## src/rtl/seg_scan_ctrl.sv

```systemverilog
// Multiplexed seven-segment scan controller with shadow/active digit registers.
// Optional build macro SEG_LEADING_ZERO_BLANK_EN darkens leading-zero digits.
module seg_scan_ctrl #(
  parameter int DIGITS = 4,
  parameter int DIV    = 50000,
  parameter int DEAD   = 2
) (
  input  logic                  clk,
  input  logic                  rst,
  input  logic                  enable,
  input  logic                  wr_en,
  input  logic [4*DIGITS-1:0]   wr_data,
  input  logic [DIGITS-1:0]     wr_dp,
  output logic [3:0]            hex_sel,
  input  logic [6:0]            display_in,
  output logic [6:0]            seg,
  output logic                  dp,
  output logic [DIGITS-1:0]     digit_en,
  output logic                  frame_done,
  output logic                  pending
);

  localparam int TMAX = (DIV > DEAD) ? DIV : DEAD;
  localparam int TW   = (TMAX > 1) ? $clog2(TMAX) : 1;
  localparam int IW   = $clog2(DIGITS);

  typedef enum logic [1:0] {S_IDLE, S_BLANK, S_SHOW} state_t;

  state_t                r_state;
  logic [TW-1:0]         r_tick;
  logic [IW-1:0]         r_idx;
  logic [4*DIGITS-1:0]   r_shadow;
  logic [DIGITS-1:0]     r_shadow_dp;
  logic [4*DIGITS-1:0]   r_active;
  logic [DIGITS-1:0]     r_active_dp;
  logic                  r_pending;
  logic [6:0]            r_seg;
  logic                  r_dp;
  logic [DIGITS-1:0]     r_digit_en;
  logic                  r_frame_done;

  logic                  w_blank_done;
  logic                  w_show_done;
  logic                  w_last_digit;
  logic                  w_swap;
  logic [3:0]            w_nibble;
  logic [DIGITS-1:0]     w_onehot;
  logic                  w_blank_digit;

  assign w_blank_done = (r_tick == TW'(DEAD - 1));
  assign w_show_done  = (r_tick == TW'(DIV - 1));
  assign w_last_digit = (r_idx == IW'(DIGITS - 1));
  assign w_nibble     = r_active[{r_idx, 2'b00} +: 4];
  assign w_onehot     = DIGITS'(1) << r_idx;

  // Swap happens on scan start and on the frame wrap edge, never when enable drops.
  assign w_swap = enable && r_pending &&
                  ((r_state == S_IDLE) ||
                   ((r_state == S_SHOW) && w_show_done && w_last_digit));

`ifdef SEG_LEADING_ZERO_BLANK_EN
  logic w_upper_zero;

  // A digit is a leading zero if it and every more significant nibble are zero.
  always_comb begin
    w_upper_zero = 1'b1;
    for (int i = 0; i < DIGITS; i++) begin
      w_upper_zero = w_upper_zero &
                     ~((i >= int'(r_idx)) && (r_active[4*i +: 4] != 4'd0));
    end
    w_blank_digit = (r_idx != '0) && w_upper_zero && !r_active_dp[r_idx];
  end
`else
  assign w_blank_digit = 1'b0;
`endif

  // Shadow/active registers: the swap reads the old shadow, a coincident write refills it.
  always_ff @(posedge clk) begin
    if (rst) begin
      r_shadow    <= '0;
      r_shadow_dp <= '0;
      r_active    <= '0;
      r_active_dp <= '0;
      r_pending   <= 1'b0;
    end else begin
      if (w_swap) begin
        r_active    <= r_shadow;
        r_active_dp <= r_shadow_dp;
      end
      if (wr_en) begin
        r_shadow    <= wr_data;
        r_shadow_dp <= wr_dp;
        r_pending   <= 1'b1;
      end else if (w_swap) begin
        r_pending   <= 1'b0;
      end
    end
  end

  // Scan FSM with registered segment, digit and frame outputs.
  always_ff @(posedge clk) begin
    if (rst) begin
      r_state      <= S_IDLE;
      r_tick       <= '0;
      r_idx        <= '0;
      r_seg        <= 7'd0;
      r_dp         <= 1'b0;
      r_digit_en   <= '0;
      r_frame_done <= 1'b0;
    end else begin
      r_frame_done <= 1'b0;
      if (!enable) begin
        r_state    <= S_IDLE;
        r_tick     <= '0;
        r_idx      <= '0;
        r_seg      <= 7'd0;
        r_dp       <= 1'b0;
        r_digit_en <= '0;
      end else begin
        case (r_state)
          S_IDLE: begin
            r_state <= S_BLANK;
            r_tick  <= '0;
            r_idx   <= '0;
          end
          S_BLANK: begin
            if (w_blank_done) begin
              r_state <= S_SHOW;
              r_tick  <= '0;
              r_dp    <= r_active_dp[r_idx];
              if (w_blank_digit) begin
                r_seg      <= 7'd0;
                r_digit_en <= '0;
              end else begin
                r_seg      <= display_in;
                r_digit_en <= w_onehot;
              end
            end else begin
              r_tick <= r_tick + TW'(1);
            end
          end
          S_SHOW: begin
            if (w_show_done) begin
              r_state    <= S_BLANK;
              r_tick     <= '0;
              r_seg      <= 7'd0;
              r_dp       <= 1'b0;
              r_digit_en <= '0;
              if (w_last_digit) begin
                r_idx        <= '0;
                r_frame_done <= 1'b1;
              end else begin
                r_idx <= r_idx + IW'(1);
              end
            end else begin
              r_tick <= r_tick + TW'(1);
            end
          end
          default: begin
            r_state    <= S_IDLE;
            r_tick     <= '0;
            r_idx      <= '0;
            r_seg      <= 7'd0;
            r_dp       <= 1'b0;
            r_digit_en <= '0;
          end
        endcase
      end
    end
  end

  assign hex_sel    = (r_state == S_IDLE) ? 4'd0 : w_nibble;
  assign seg        = r_seg;
  assign dp         = r_dp;
  assign digit_en   = r_digit_en;
  assign frame_done = r_frame_done;
  assign pending    = r_pending;

endmodule
```

## config.mk

```make
export PLATFORM = sky130hd
export DESIGN_NAME = seg_scan_ctrl
export DESIGN_NICKNAME = d
export VERILOG_FILES = /design/src/rtl/seg_scan_ctrl.sv
export SDC_FILE = /design/constraint.sdc
export NUM_CORES = 1
export LEC_CHECK = 0
export BUFFER_PORTS_ARGS = -buffer_cell sky130_fd_sc_hd__buf_4
export CAP_MARGIN = 10
export CORE_AREA = 4 4 94 96
export CTS_BUF_LIST = sky130_fd_sc_hd__clkbuf_4
export CTS_CLUSTER_DIAMETER = 50
export CTS_CLUSTER_SIZE = 25
export DETAILED_ROUTE_END_ITERATION = 10
export DIE_AREA = 0 0 98 100
export HOLD_SLACK_MARGIN = 0.06
export SYNTH_ARGS = -nofsm -noshare
export SYNTH_HDL_FRONTEND = slang
export SYNTH_SLANG_ARGS = --single-unit
```

## constraint.sdc

```tcl
create_clock -name clk -period 2.9 [get_ports clk]
set_input_delay 0.145 -clock clk [delete_from_list [all_inputs] [get_ports clk]]
set_output_delay 0.145 -clock clk [all_outputs]
set_load 0.01 [all_outputs]
```

==> metrics.md, run 1 <==
| Metric | Value |
|---|---|
| Status | finished clean |
| CP cell instances | or4_1, o41a_1, nor3_1, o22ai_1 |
| Kind of critical path | flop to flop |
| Routed via count | 2,758 |
| RSZ-0062 raised after global routing | no |
| GRT Total Usage | 15.0% |
| Post-synthesis mux area share | 15.0% |
| Max-Cap Viols | 0 |
| Vias in the first global route | 2,634 |
| Clk pwr share | 36.8% |
| EDFF count, synth | 0 |
| Slew at the pin closest to its max-slew limit | 0.650 ns |
| Drt initial violations | 66 |
| Setup skew after layout | 0.0146 ns |
| Adder-Cell Fraction of Synth Area | 3.59% |
| Leading area contributor after synthesis | dfxtp_1 |
| Port buffer count | 48 |
| Top_reg_cell synth | dfxtp_1 |
| Clk slew on worst S/H paths | 0.12 ns |
| Worst Reg-to-Reg Cells | 4 |
| Req. time, crit path | 3.19 ns |
| CP Max Fanout | 17 |
| PwrDens | 449 nW/um^2 |
| Pre-antenna DRT Iters | 4 |
| Worst reg2reg setup slack | 0.49 ns |
| Area grow syn2layout | 23.7% |
| Power share of the sequential group | 54.4% |
| Crit-path max cell delay | 0.62 ns |
| DRC Markers | 0 |
| Syn nets | 407 |
| Synth area leaders | dfxtp_1 42%, mux2i_1 12%, nand2b_1 7.5%, nor2_1 4.1%, ha_1 3.6% |
| Initial Util | 43.3% |
| Die W | 98 um |
| TritonCTS Buffers | 9 |
| Complex-gate fraction of the synthesized area | 5.71% |
| Max IR drop VDD | 0.000249 V |
| Crit path time final | 2.41 ns |
| Nets@finish | 469 |
| First-pass GRT wire length | 12,000 um |
| Internal power | 1480 uW |
| Vias/cell | 5.13 |
| Root Driver | clkbuf_4 |
| Worst-Skew Late Latency | 0.42 ns |
| RePlAce Congestion | 0.773 |
| Seq cells post-synth | 74 |
| Worst-case clock buffer depth | 2 |
| Final setup vio count | 0 |
| Most common cell in the synthesized netlist | dfxtp_1 |
| Layout cell share with drive strength beyond 1 | 17.8% |
| Post-route ant nets | 0 |
| Register area | 1480 sq um |
| CP Launch Type | flop |
| Synthesized instance count | 366 |
| Top delay family on crit path | simple AND/OR/NAND/NOR gates |
| Critical-path top delay cell | o41a_1 |
| Rows | 33 |
| Async set-reset flop share out of synthesis | 0% |
| Setup crit end kind | flop |
| Seq/Total Area, Yosys | 42.5% |
| Mean Syn Cell Area | 9.53 sq um |
| Post-Place Setup Slack | 0.524 ns |
| Endpoint, Worst Hold | r_shadow_dp[2]$_SDFFE_PP0P_ |
| Ant. Diodes | 0 |
| Hold path cells | 2 |
| Post-synth top cells | 74 x dfxtp_1, 42 x nand2b_1, 41 x mux2i_1 |
| Crit path arrival time | 2.70 ns |
| Number of fill cells | 775 |
| Post-route total power | 1930 uW |
| Initial antenna violation count | 0 |
| Rel. slew slack | 56.7% |
| Die area | 9800 sq um |
| Core ar. | 8050 sq um |
| Pleak | 0.00168 uW |
| Pins Over Slew Limit | 0 |
| XOR/XNOR share of the synthesized area | 3.27% |
| Die H | 100 um |
| Reg2reg end | seg[4]$_SDFFE_PP0P_ |
| Final core utilization | 53.6% |
| Postcts setup bufs | 0 |
| Post-Synth Simple-Gate Area | 26.3% |
| Largest net degree at the start of global routing | 64 |
| Total global routing overflow | 0 |
| Drt wl/cell | 12.8 um |
| HP Class | primary input to flop |
| Multi-input gate area | 1880 sq um |
| Largest family of logic cells by synthesized area | simple AND/OR/NAND/NOR gates |
| CP bufs+invs | 0 |
| Crit share post-route | 83.2% |
| HPWL Detailed | 4560 um |
| Final WL | 6910 um |
| TritonCTS Sinks | 74 |
| YS warnings | 0 |
| Number of top-level pins | 49 |
| Final Hold Viols | 0 |
| Hold_sp | rst |
| Combinational power share | 8.8% |
| Final worst setup slack | 0.486 ns |
| Worst r2r src | r_tick[10]$_SDFF_PP0_ |
| Maximum clock frequency | 414 MHz |
| Number of H-tree levels | 3 |
| Synth unique cells | 41 |
| Post-Syn Area | 3490 sq um |
| Psw | 453 uW |
| Area share of the largest cell type after synthesis | 42.5% |
| Sw Ratio | 23.4% |
| Total negative slack | 0 ns |
| CTS tree | yes |
## stage by stage
step                area [sq um]  instances  hold slack [ns]
global route                4310        538            0.161
finish                      4310        538            0.163
floorplan                   3490        366            0.260
detailed placement          3910        498            0.386
CTS                         4310        538            0.135
global placement            3910        498            0.379
## metal layers
layer | global-route usage [%] | wire length [um] | up-vias
met1 | 19.9 | 3300 | 1292
met2 | 23.5 | 3220 | 44
met3 | 4.52 | 299 | 11
li1 | - | - | 1411
met5 | 0 | 0 | -
met4 | 5.01 | 90 | 0
## cell families (layout without fill, tap and decap cells)
kind of cell    count (synthesis)  count (layout)
xor+xnor                       13              13
simple gates                  165             165
flops                          74              74
compound gates                 26              26
buf+inv                        32              99
fa+ha+maj                      10              10
mux                            46              46
## area by class of cell
class                           instances  share of cell area, %
Clock buffer                            9                   1.57
Clock inverter                          7                   2.15
Inverter                                7                  0.609
Multi-Input combinational cell        260                   43.7
Sequential cell                        74                   34.3
Tap cell                              105                   3.05
Timing Repair Buffer                   76                   14.6
## power groups by stage
stage / clock network (uW) / registers (uW) / logic (uW)
global placement: 0 / 1080 / 145
finish: 712 / 1050 / 170
CTS: 745 / 1050 / 172
global route: 785 / 1060 / 190
detailed placement: 0 / 1080 / 147
floorplan: 0 / 1070 / 97.2
## placed cells by master (no fill, tap or decap), types with 5 or more instances in the layout
cell	n
a211o_1	7
and2_1	7
and4_1	10
buf_4	52
clkbuf_4	9
dfxtp_1	74
dlygate4sd3_1	24
ha_1	10
inv_1	7
mux2i_1	41
mux4_2	5
nand2_1	16
nand2b_1	42
nand3_1	14
nand4_1	7
nor2_1	38
nor3_1	5
nor4_1	10
o22ai_1	5
xnor2_1	6
xor2_1	7
## sequential cells by signal, indices dropped and copies added, names as in the netlist
register and flops:
seg 7, digit_en 4, frame_done 1, r_shadow_dp 4
dp 1, r_idx 2, r_active_dp 4, r_shadow 16
r_active 16, pending 1, r_tick 16, r_state 2
## how the worst max path moves through the flow
stage	startpoint	endpoint	slack, ns	depth (start not counted)
finish	r_tick[10]$_SDFF_PP0_	seg[4]$_SDFFE_PP0P_	0.49	4
CTS	r_tick[10]$_SDFF_PP0_	seg[4]$_SDFFE_PP0P_	0.50	4
global route	r_tick[10]$_SDFF_PP0_	seg[5]$_SDFFE_PP0P_	0.30	4
floorplan	r_tick[10]$_SDFF_PP0_	dp$_SDFFE_PP0P_	0.83	4
detailed placement	r_tick[10]$_SDFF_PP0_	seg[4]$_SDFFE_PP0P_	0.52	4
global placement	r_tick[10]$_SDFF_PP0_	digit_en[1]$_SDFFE_PP0P_	0.58	4
## what timing repair did
| action | 4_1_cts | 5_1_grt |
|---|---|---|
| hold endpoints to repair | 24 | 0 |
| hold buffers | 24 | 0 |
| resized for setup | 0 | 0 |
(Power assumes the default switching activity.)
==> inputs of run 2 (changes only) <==
--- a/config.mk
+++ b/config.mk
@@ -14,6 +14,7 @@
 export DETAILED_ROUTE_END_ITERATION = 10
 export DIE_AREA = 0 0 98 100
 export HOLD_SLACK_MARGIN = 0.06
+export PLACE_DENSITY = 0.66
 export SYNTH_ARGS = -nofsm -noshare
 export SYNTH_HDL_FRONTEND = slang
 export SYNTH_SLANG_ARGS = --single-unit
==> constraint.sdc (replaced) <==
create_clock -name clk -period 2 [get_ports clk]
set_input_delay 0.1 -clock clk [delete_from_list [all_inputs] [get_ports clk]]
set_output_delay 0.1 -clock clk [all_outputs]
set_load 0.01 [all_outputs]
==> metrics.md, run 2 (synthesis gave the netlist of run 1 again) <==
| Metric | Value |
|---|---|
| Ant. Diodes | 0 |
| Final Instance Area | 4660 sq um |
| Max-Cap Viols | 0 |
| Final worst setup slack | -0.00726 ns |
| Nets@finish | 500 |
| Sw Ratio | 22.3% |
| Routed via count | 2,847 |
| TritonCTS Sinks | 74 |
| Psw | 630 uW |
| Die H | 100 um |
| PwrDens | 606 nW/um^2 |
| Final non-filler cell total | 568 |
| GRT Total Usage | 16.6% |
| HP Class | primary input to flop |
| Worst-Skew Late Latency | 0.42 ns |
| Max Used Layer | met4 |
| Post-DP Area | 4130 sq um |
| Slew at the pin closest to its max-slew limit | 0.426 ns |
| CTS tree | yes |
| Number of H-tree levels | 3 |
| CP Launch Type | flop |
| Clk slew on worst S/H paths | 0.11 ns |
| Kind of critical path | flop to flop |
| Final WL | 7650 um |
| Die W | 98 um |
| RePlAce Congestion | 0.827 |
| Port buffer count | 48 |
| Die area | 9800 sq um |
| TritonCTS Buffers | 9 |
| Pleak | 0.00188 uW |
| Biggest regs | r_active (16), r_shadow (16), r_tick (16) |
| Multi-input gate area | 1930 sq um |
| Power share of the sequential group | 54.1% |
| Number of top-level pins | 49 |
| Drt initial violations | 80 |
| Pre-antenna DRT Iters | 4 |
| Core ar. | 8050 sq um |
| Failing checks | setup timing |
| Post-route total power | 2820 uW |
| Largest net degree at the start of global routing | 57 |
| Clk pwr share | 35.9% |
| Placed Instances | 523 |
| Detail Route met3 WL | 276 um |
| Status | finished with violations |
| Max IR drop VDD | 0.000419 V |
| First-pass GRT wire length | 13,200 um |
| Total global routing overflow | 0 |
| Number of fill cells | 706 |
| Initial antenna violation count | 0 |
| Combinational power share | 10.0% |
| Internal power | 2190 uW |
| Initial Util | 43.3% |
| DRC Markers | 0 |
| Vias/cell | 5.01 |
| Setup skew after layout | 0.0224 ns |
| Req. time, crit path | 2.35 ns |
| Commonest non-fill, non-tap cell in the layout | buf_4 |
| Crit path arrival time | 2.36 ns |
| RSZ-0062 raised after global routing | yes |
| Post-route ant nets | 0 |
| Crit path time final | 2.01 ns |
| Rel. slew slack | 71.2% |
| Root Driver | clkbuf_4 |
| Vias in the first global route | 2,842 |
| HPWL Detailed | 5030 um |
| Worst reg2reg setup slack | -0.007 ns |
| Final setup vio count | 1 |
| Met1 wire length | 3720 um |
| Register area | 1480 sq um |
| Met2 WL post-DR | 3540 um |
| Layout cell share with drive strength beyond 1 | 24.8% |
| Pins Over Slew Limit | 0 |
| Final Hold Viols | 0 |
| Area grow syn2layout | 33.5% |
| Worst-case clock buffer depth | 2 |
| Crit share post-route | 100% |
| Most frequent cells in the layout | 78 x buf_4, 72 x dfxtp_1, 42 x nand2b_1, 41 x mux2i_1, 38 x nor2_1 |
| Rows | 33 |
| Maximum clock frequency | 498 MHz |
| Setup crit end kind | flop |
| CP Max Fanout | 5 |
| Drt wl/cell | 13.5 um |
## run 2: cell types whose count changed in the layout (fill, tap and decap cells not counted), moves of 2 or more
cell	previous run	this run
o22ai_2	0	2
o22ai_1	5	3
clkinvlp_4	2	0
or4_4	1	3
clkbuf_4	9	11
dfxtp_1	74	72
buf_4	52	78
dfxtp_2	0	2
buf_12	0	2
or4_1	3	1
## run 2: worst paths after layout
check / start / endpoint / depth (start not counted)
max: r_tick[10]$_SDFF_PP0_ / dp$_SDFFE_PP0P_ / 4
min: wr_en / pending$_SDFFE_PP0P_ / 3
max reg2reg: r_tick[10]$_SDFF_PP0_ / dp$_SDFFE_PP0P_ / 4
min reg2reg: digit_en[3]$_SDFFE_PP0P_ / digit_en[3]$_SDFFE_PP0P_ / 2
## run 2: power by group through the flow
| stage | Sequential (uW) | Combinational, uW | Clock, uW |
|---|---|---|---|
| final | 1530 | 282 | 1010 |
| after global routing | 1530 | 308 | 1100 |
| after CTS | 1530 | 281 | 1030 |
| after detailed placement | 1560 | 222 | 0 |
| after global placement | 1560 | 218 | 0 |
| after floorplan | 1550 | 141 | 0 |
## run 2: layout make-up
cell class / count / share of cell area [%]
clock buffer: 11 / 1.77
timing repair buffer: 107 / 20.1
sequential: 74 / 31.9
tap: 105 / 2.82
multi-input combinational: 260 / 41.4
clock inverter: 4 / 1.45
inverter: 7 / 0.564
## run 2: worst max-delay path, cell delays in order (launching register included)
cell and delay, ns:
dfxtp_1 0.32, or4_4 0.53, o41a_1 0.40, or4_4 0.55, o22ai_1 0.17
## run 2: metal layers
| layer | GRT usage [%] | up-vias |
|---|---|---|
| met3 | 4.73 | 8 |
| li1 | - | 1468 |
| met5 | 0 | - |
| met1 | 21.1 | 1327 |
| met4 | 6.28 | 0 |
| met2 | 26.7 | 44 |
## run 2: timing repair
item	in CTS	in global routing
setup buffers	3	0
gates cloned	2	0
setup endpoints to repair	37	55
gates resized for setup	7	6
pin swaps	4	3
hold endpoints to repair	29	0
hold buffers	25	0
## run 2: metrics by stage
| stage | hold WS (ns) | setup TNS (ns) | setup slack [ns] | util, % |
|---|---|---|---|---|
| final | 0.140 | -0.00726 | -0.00726 | 57.8 |
| after global routing | 0.106 | -1.42 | -0.0758 | 57.8 |
| after CTS | 0.111 | -0.317 | -0.0551 | 57.5 |
| after detailed placement | 0.327 | -2.09 | -0.113 | 51.2 |
| after global placement | 0.327 | -0.993 | -0.0732 | 51.2 |
| after floorplan | 0.215 | -0.0134 | -0.0134 | - |
